`src/rtl/sc_psrandom_arbiter.sv`:
```
// sc_psrandom_arbiter: round-robin arbiter that hands each winner a word from an 8-step LFSR run
// Ports:
//   SC_PSRANDOM_ARBITER_CLOCK_50    clock, all logic on the rising edge
//   SC_PSRANDOM_ARBITER_RESET_InLow synchronous active-low reset
//   SC_PSRANDOM_ARBITER_req_InBUS   level requests, one bit per requester
//   SC_PSRANDOM_ARBITER_seed_InBUS  seed value, taken while SC_PSRANDOM_ARBITER_seedLoad_In pulses in IDLE
//   SC_PSRANDOM_ARBITER_gnt_OutBUS  one-hot grant, DELIVER cycle only
//   SC_PSRANDOM_ARBITER_data_OutBUS live LFSR contents
//   SC_PSRANDOM_ARBITER_valid_Out   data is a delivered word, DELIVER cycle only
//   SC_PSRANDOM_ARBITER_busy_Out    high while SHIFT or DELIVER
module sc_psrandom_arbiter #(
    parameter int NREQ      = 4,
    parameter int DATAWIDTH = 8
) (
    input  logic                 SC_PSRANDOM_ARBITER_CLOCK_50,
    input  logic                 SC_PSRANDOM_ARBITER_RESET_InLow,
    input  logic [NREQ-1:0]      SC_PSRANDOM_ARBITER_req_InBUS,
    input  logic [DATAWIDTH-1:0] SC_PSRANDOM_ARBITER_seed_InBUS,
    input  logic                 SC_PSRANDOM_ARBITER_seedLoad_In,
    output logic [NREQ-1:0]      SC_PSRANDOM_ARBITER_gnt_OutBUS,
    output logic [DATAWIDTH-1:0] SC_PSRANDOM_ARBITER_data_OutBUS,
    output logic                 SC_PSRANDOM_ARBITER_valid_Out,
    output logic                 SC_PSRANDOM_ARBITER_busy_Out
);
    typedef enum logic [1:0] {IDLE, SHIFT, DELIVER} state_t;
    state_t               state;
    logic [DATAWIDTH-1:0] lfsr;
    logic [2:0]           cnt;
    logic [1:0]           last, winner, pick;
    logic                 any_req, fb;

    assign fb = lfsr[7] ^ lfsr[5] ^ lfsr[3] ^ lfsr[0];
    assign SC_PSRANDOM_ARBITER_data_OutBUS = lfsr;

    // Walk offsets 4 down to 1 so the requester nearest after last wins; last itself ranks lowest.
    always_comb begin
        pick    = last;
        any_req = 1'b0;
        for (int i = 4; i >= 1; i--) begin
            if (SC_PSRANDOM_ARBITER_req_InBUS[last + 2'(i)]) begin
                pick    = last + 2'(i);
                any_req = 1'b1;
            end
        end
    end

    always_ff @(posedge SC_PSRANDOM_ARBITER_CLOCK_50) begin
        if (!SC_PSRANDOM_ARBITER_RESET_InLow) begin
            lfsr                           <= 8'h81;
            state                          <= IDLE;
            cnt                            <= 3'd0;
            last                           <= 2'd3;
            winner                         <= 2'd0;
            SC_PSRANDOM_ARBITER_gnt_OutBUS <= '0;
            SC_PSRANDOM_ARBITER_valid_Out  <= 1'b0;
            SC_PSRANDOM_ARBITER_busy_Out   <= 1'b0;
        end else begin
            case (state)
                IDLE: begin
                    if (SC_PSRANDOM_ARBITER_seedLoad_In) begin
                        // An all-zero seed would freeze the LFSR, so substitute the reset value.
                        lfsr <= (SC_PSRANDOM_ARBITER_seed_InBUS == '0) ? 8'h81 : SC_PSRANDOM_ARBITER_seed_InBUS;
                    end else if (any_req) begin
                        winner                       <= pick;
                        cnt                          <= 3'd0;
                        state                        <= SHIFT;
                        SC_PSRANDOM_ARBITER_busy_Out <= 1'b1;
                    end
                end
                SHIFT: begin
                    lfsr <= {lfsr[6:0], fb};
                    cnt  <= cnt + 3'd1;
                    if (cnt == 3'd7) begin
                        state                          <= DELIVER;
                        SC_PSRANDOM_ARBITER_valid_Out  <= 1'b1;
                        SC_PSRANDOM_ARBITER_gnt_OutBUS <= NREQ'(1) << winner;
                    end
                end
                DELIVER: begin
                    last                           <= winner;
                    state                          <= IDLE;
                    SC_PSRANDOM_ARBITER_valid_Out  <= 1'b0;
                    SC_PSRANDOM_ARBITER_gnt_OutBUS <= '0;
                    SC_PSRANDOM_ARBITER_busy_Out   <= 1'b0;
                end
                default: state <= IDLE;
            endcase
        end
    end
endmodule

```
`config.mk`:
```
export PLATFORM = sky130hd
export DESIGN_NAME = sc_psrandom_arbiter
export DESIGN_NICKNAME = d
export VERILOG_FILES = /design/src/rtl/sc_psrandom_arbiter.sv
export SDC_FILE = /design/constraint.sdc
export NUM_CORES = 1
export LEC_CHECK = 0
export CORE_MARGIN = 10
export CORE_UTILIZATION = 53
export CTS_BUF_LIST = sky130_fd_sc_hd__clkbuf_16
export DETAILED_ROUTE_END_ITERATION = 8
export DONT_BUFFER_PORTS = 1
export PLACE_DENSITY = 0.71
export RECOVER_POWER = 25
export SYNTH_ARGS = -nofsm -noshare
export SYNTH_HDL_FRONTEND = slang
export SYNTH_SLANG_ARGS = --single-unit
export TNS_END_PERCENT = 30
```
`constraint.sdc`:
```
create_clock -name SC_PSRANDOM_ARBITER_CLOCK_50 -period 1.3 [get_ports SC_PSRANDOM_ARBITER_CLOCK_50]
set_clock_uncertainty 0.15 [all_clocks]
set_input_delay 0.065 -clock SC_PSRANDOM_ARBITER_CLOCK_50 [delete_from_list [all_inputs] [get_ports SC_PSRANDOM_ARBITER_CLOCK_50]]
set_output_delay 0.065 -clock SC_PSRANDOM_ARBITER_CLOCK_50 [all_outputs]
set_load 0.02 [all_outputs]
```
==> results list <==
- STA puts the critical path data arrival time at 1.49 ns.
* Depth of the worst hold-timing path: 1
- Summed over all cells, the static leakage comes to 0.596 nW.
* Total CTS buffers: 3
- Hold buffer count at cts: 1
- Routability-driven placement finished with a final weighted congestion of 0.831.
- The worst hold path begins at SC_PSRANDOM_ARBITER_RESET_InLow.
- Hold timing on the final database bottoms out at a slack of -0.279 ns.
- Final cycle utilization of the critical path: 112%
- Area grow syn2layout: 30.6%
- The number of nets in the synthesized netlist is 158.
- Once routing completed, OpenROAD measured the worst setup slack at -0.154 ns.
- At the pin with the least slew margin, the transition time is 0.534 ns.
- Setup repair after global routing could not meet its margin everywhere.
* Detailed-route via count: 1147
* Violated checks: hold timing, setup timing
* Cell accounting for the most synthesized area: dfxtp_1
- Final-report hold violation count: 14
- Area share of the largest cell type after synthesis: 41.5%
* Proportion of synthesized chip area in sequential cells: 41.5%
- Horiz. Die Dim: 65.7 um
- Minimum clock period: 1.45 ns
- Initial antenna violation count: 0
- Highest attainable clock frequency: 0.688 GHz
* PwrDens: 1180 nW/um2
- Mean Syn Cell Area: 7.86 um2
- Min-delay worst type: input pin to register
- Slack of the worst reg-to-reg path: -0.15 ns
- The post-route netlist has 25.0% of its cells at a drive strength greater than 1.
- Number of warning messages in the yosys log: 0
- Maximum number of pins on one net before global-route repair: 16
* Crit-path max FO: 5
- After synthesis, the most frequently instantiated cells are nor2_1, dfxtp_1, a21oi_1.
* Most frequent cell after synthesis: nor2_1
- The synthesized netlist contains 33 unique library cells.
- After synthesis, the share of flip-flops with an asynchronous set or reset is 0%.
- The floorplan step defined a die boundary enclosing 4320 um2.
- The HPWL after detailed placement is 2.14 mm.
- STA classifies the critical path startpoint as a register.
- Post-route ant nets: 0
- Average wire per cell in the routed design: 15.9 um
- After detailed routing, the number of remaining DRC violations is 0.
- Bufs and invs on worst path: 0
- Via count of the first global-routing pass: 1086
- Max-cap violations in this run came to 0.
* Site row count: 16
* Total of endpoints with negative setup slack in the final report: 18
- After synthesis the netlist holds a flip-flop and latch count of 23.
* Register clock-pin slew on the reported worst setup and hold paths: 0.06 ns
- Hold Path End: last[1]$_SDFFE_PN1P_
- Max-Slew Margin vs Limit: 64.1%
- Measured along the y axis, the die boundary spans 65.7 um.
- For this run, the slowest stage of the critical path takes 0.55 ns.
* Sort of element at the end of the critical path: register
* Maximum clock path buffer count: 2
- Top-level port count: 29
- Drt first pass iters: 5
- Using the TritonRoute via totals, the vias-per-cell ratio works out to 6.01.
* Post-Route Utilization: 73.0%
* Worst-skew pair later-pin latency: 0.25 ns
* TritonCTS clock tree: built
* Clock root buffer: clkbuf_16
- Post-Syn Instances: 141
- For this configuration, the core starts out at a cell density of 55.9%.
- Core region area: 1980 um2
* Wire length of the first global-routing pass: 4.87 mm
- Across every metal layer, demand over resource in global routing totals 14.1%.
- Final Instance Area: 1450 um2
- On the critical path the largest part of the delay comes from simple AND/OR/NAND/NOR gates.
- Once the clock tree was built, the setup fixing pass inserted 0 buffers.
* Max rail drop VDD: 0.750 mV
- Worst R2R Path Depth: 3
* Post-synthesis instance area: 1110 um2
- Total cell area at the placement stage: 1340 um2
- Setup total negative slack on the finished layout was measured at -1.03 ns.
- Cells taking the most area after synthesis: dfxtp_1, nor2_1, a21oi_1, o221ai_1, nand2_1
- Result of the run: complete, but fails checks
* PortBufs: 0
* R2r endpoint: winner[1]$_SDFFE_PN0P_
* Slowest CP cell: or4_4
- For this run, the number of standard cells in the final layout without fillers is 191.
* Post-synth EDFFs: 0
- Number of instances in the placed design: 186
- 1st-iter DRT viols: 39
- Total number of clock tree sinks: 23
* Worst path cell trace: or4_4 -> a211o_1 -> a21oi_2
* Prevailing post-synth register cell: dfxtp_1
* Worst r2r src: state[1]$_SDFFE_PN0P_
* Net count of the finished layout: 182
- Total grt overflow: 0
* H-tree levels: 1
- Routed Wire Length: 3.04 mm
- At the worst endpoint, the required time is 1.34 ns.
- Worst Path Class, Setup: register to register
- The number of antenna diodes in the final layout is 0.
- Max-slew violation total from the final report: 0
## logic make-up (layout without fill, tap and decap cells)
logic type / after synthesis / count (layout) / share of synthesized area [%]
AOI/OAI and AO/OA: 37 / 37 / 21.2
adders and majority gates: 2 / 2 / 2.26
muxes: 1 / 1 / 0.903
DFF: 23 / 23 / 41.5
buffers and inverters: 13 / 36 / 4.85
and+or+nand+nor: 62 / 62 / 26.9
xor gates and xnor gates: 3 / 3 / 2.37
## repair_timing
item | CTS | global route
setup endpoints to repair | 19 | 20
gates resized for setup | 3 | 3
endpoints found under the hold margin | 14 | 13
pin swaps | 2 | 0
## final cells by class
class	count	area, um2
inverters	6	22.5
clock buffers	3	75.1
flip-flops and latches	23	463
clock inverters	1	5.00
fillers	157	534
multi-input cells	105	654
repair buffers	26	194
well taps	27	33.8
## layout by cell type (no fill, tap or decap), types with 2 or more instances in the layout
master     instances
nand4_1            2
nor2_1            25
nor3_1             2
dfxtp_1           21
o221ai_1           6
nand3_1            7
o21ai_0            2
nand2_1           10
or4_1              2
buf_4             22
a21oi_2            2
ha_4               2
o22ai_1            2
clkbuf_1           2
o211ai_1           2
a21oi_1           16
clkbuf_16          3
nand2b_1           3
dfxtp_2            2
xnor2_1            2
o21ai_1            2
inv_1              6
or3_1              2
## per-stage QoR
step	setup WS, ns	power (mW)
6_report	-0.154	1.70
5_1_grt	-0.180	1.77
4_1_cts	-0.149	1.71
3_5_place_dp	-0.121	1.04
3_3_place_gp	-0.0996	1.03
2_1_floorplan	-0.0928	0.966
## where the power goes
group	internal (mW)	switching, mW
clock network	0.413	0.250
logic	0.120	0.141
registers	0.743	0.0366
## state kept, by name, indices dropped and copies added (netlist names)
| signal | flops |
|---|---|
| winner | 2 |
| state | 2 |
| SC_PSRANDOM_ARBITER_data_OutBUS | 8 |
| SC_PSRANDOM_ARBITER_gnt_OutBUS | 4 |
| last | 2 |
| cnt | 3 |
| SC_PSRANDOM_ARBITER_valid_Out | 1 |
| SC_PSRANDOM_ARBITER_busy_Out | 1 |
## layer usage
layer  GRT usage, %  routed length (um)  vias up
met5              0                   0        -
met4           7.22                  33        0
met3           5.42                 340        6
met2           22.6                1480       58
met1           15.8                1190      534
li1               -                   -      549
## how the worst max path moves through the flow
stage,startpoint,end,slack [ns],cells after the start
after detailed placement,state[1]$_SDFFE_PN0P_,winner[1]$_SDFFE_PN0P_,-0.12,3
final,state[1]$_SDFFE_PN0P_,winner[1]$_SDFFE_PN0P_,-0.15,3
after CTS,state[1]$_SDFFE_PN0P_,winner[1]$_SDFFE_PN0P_,-0.15,3
after global routing,state[1]$_SDFFE_PN0P_,winner[1]$_SDFFE_PN0P_,-0.18,3
after global placement,state[1]$_SDFFE_PN0P_,winner[1]$_SDFFE_PN0P_,-0.1,3
after floorplan,state[1]$_SDFFE_PN0P_,winner[1]$_SDFFE_PN0P_,-0.09,3
Power figures use the tool's default switching activity.
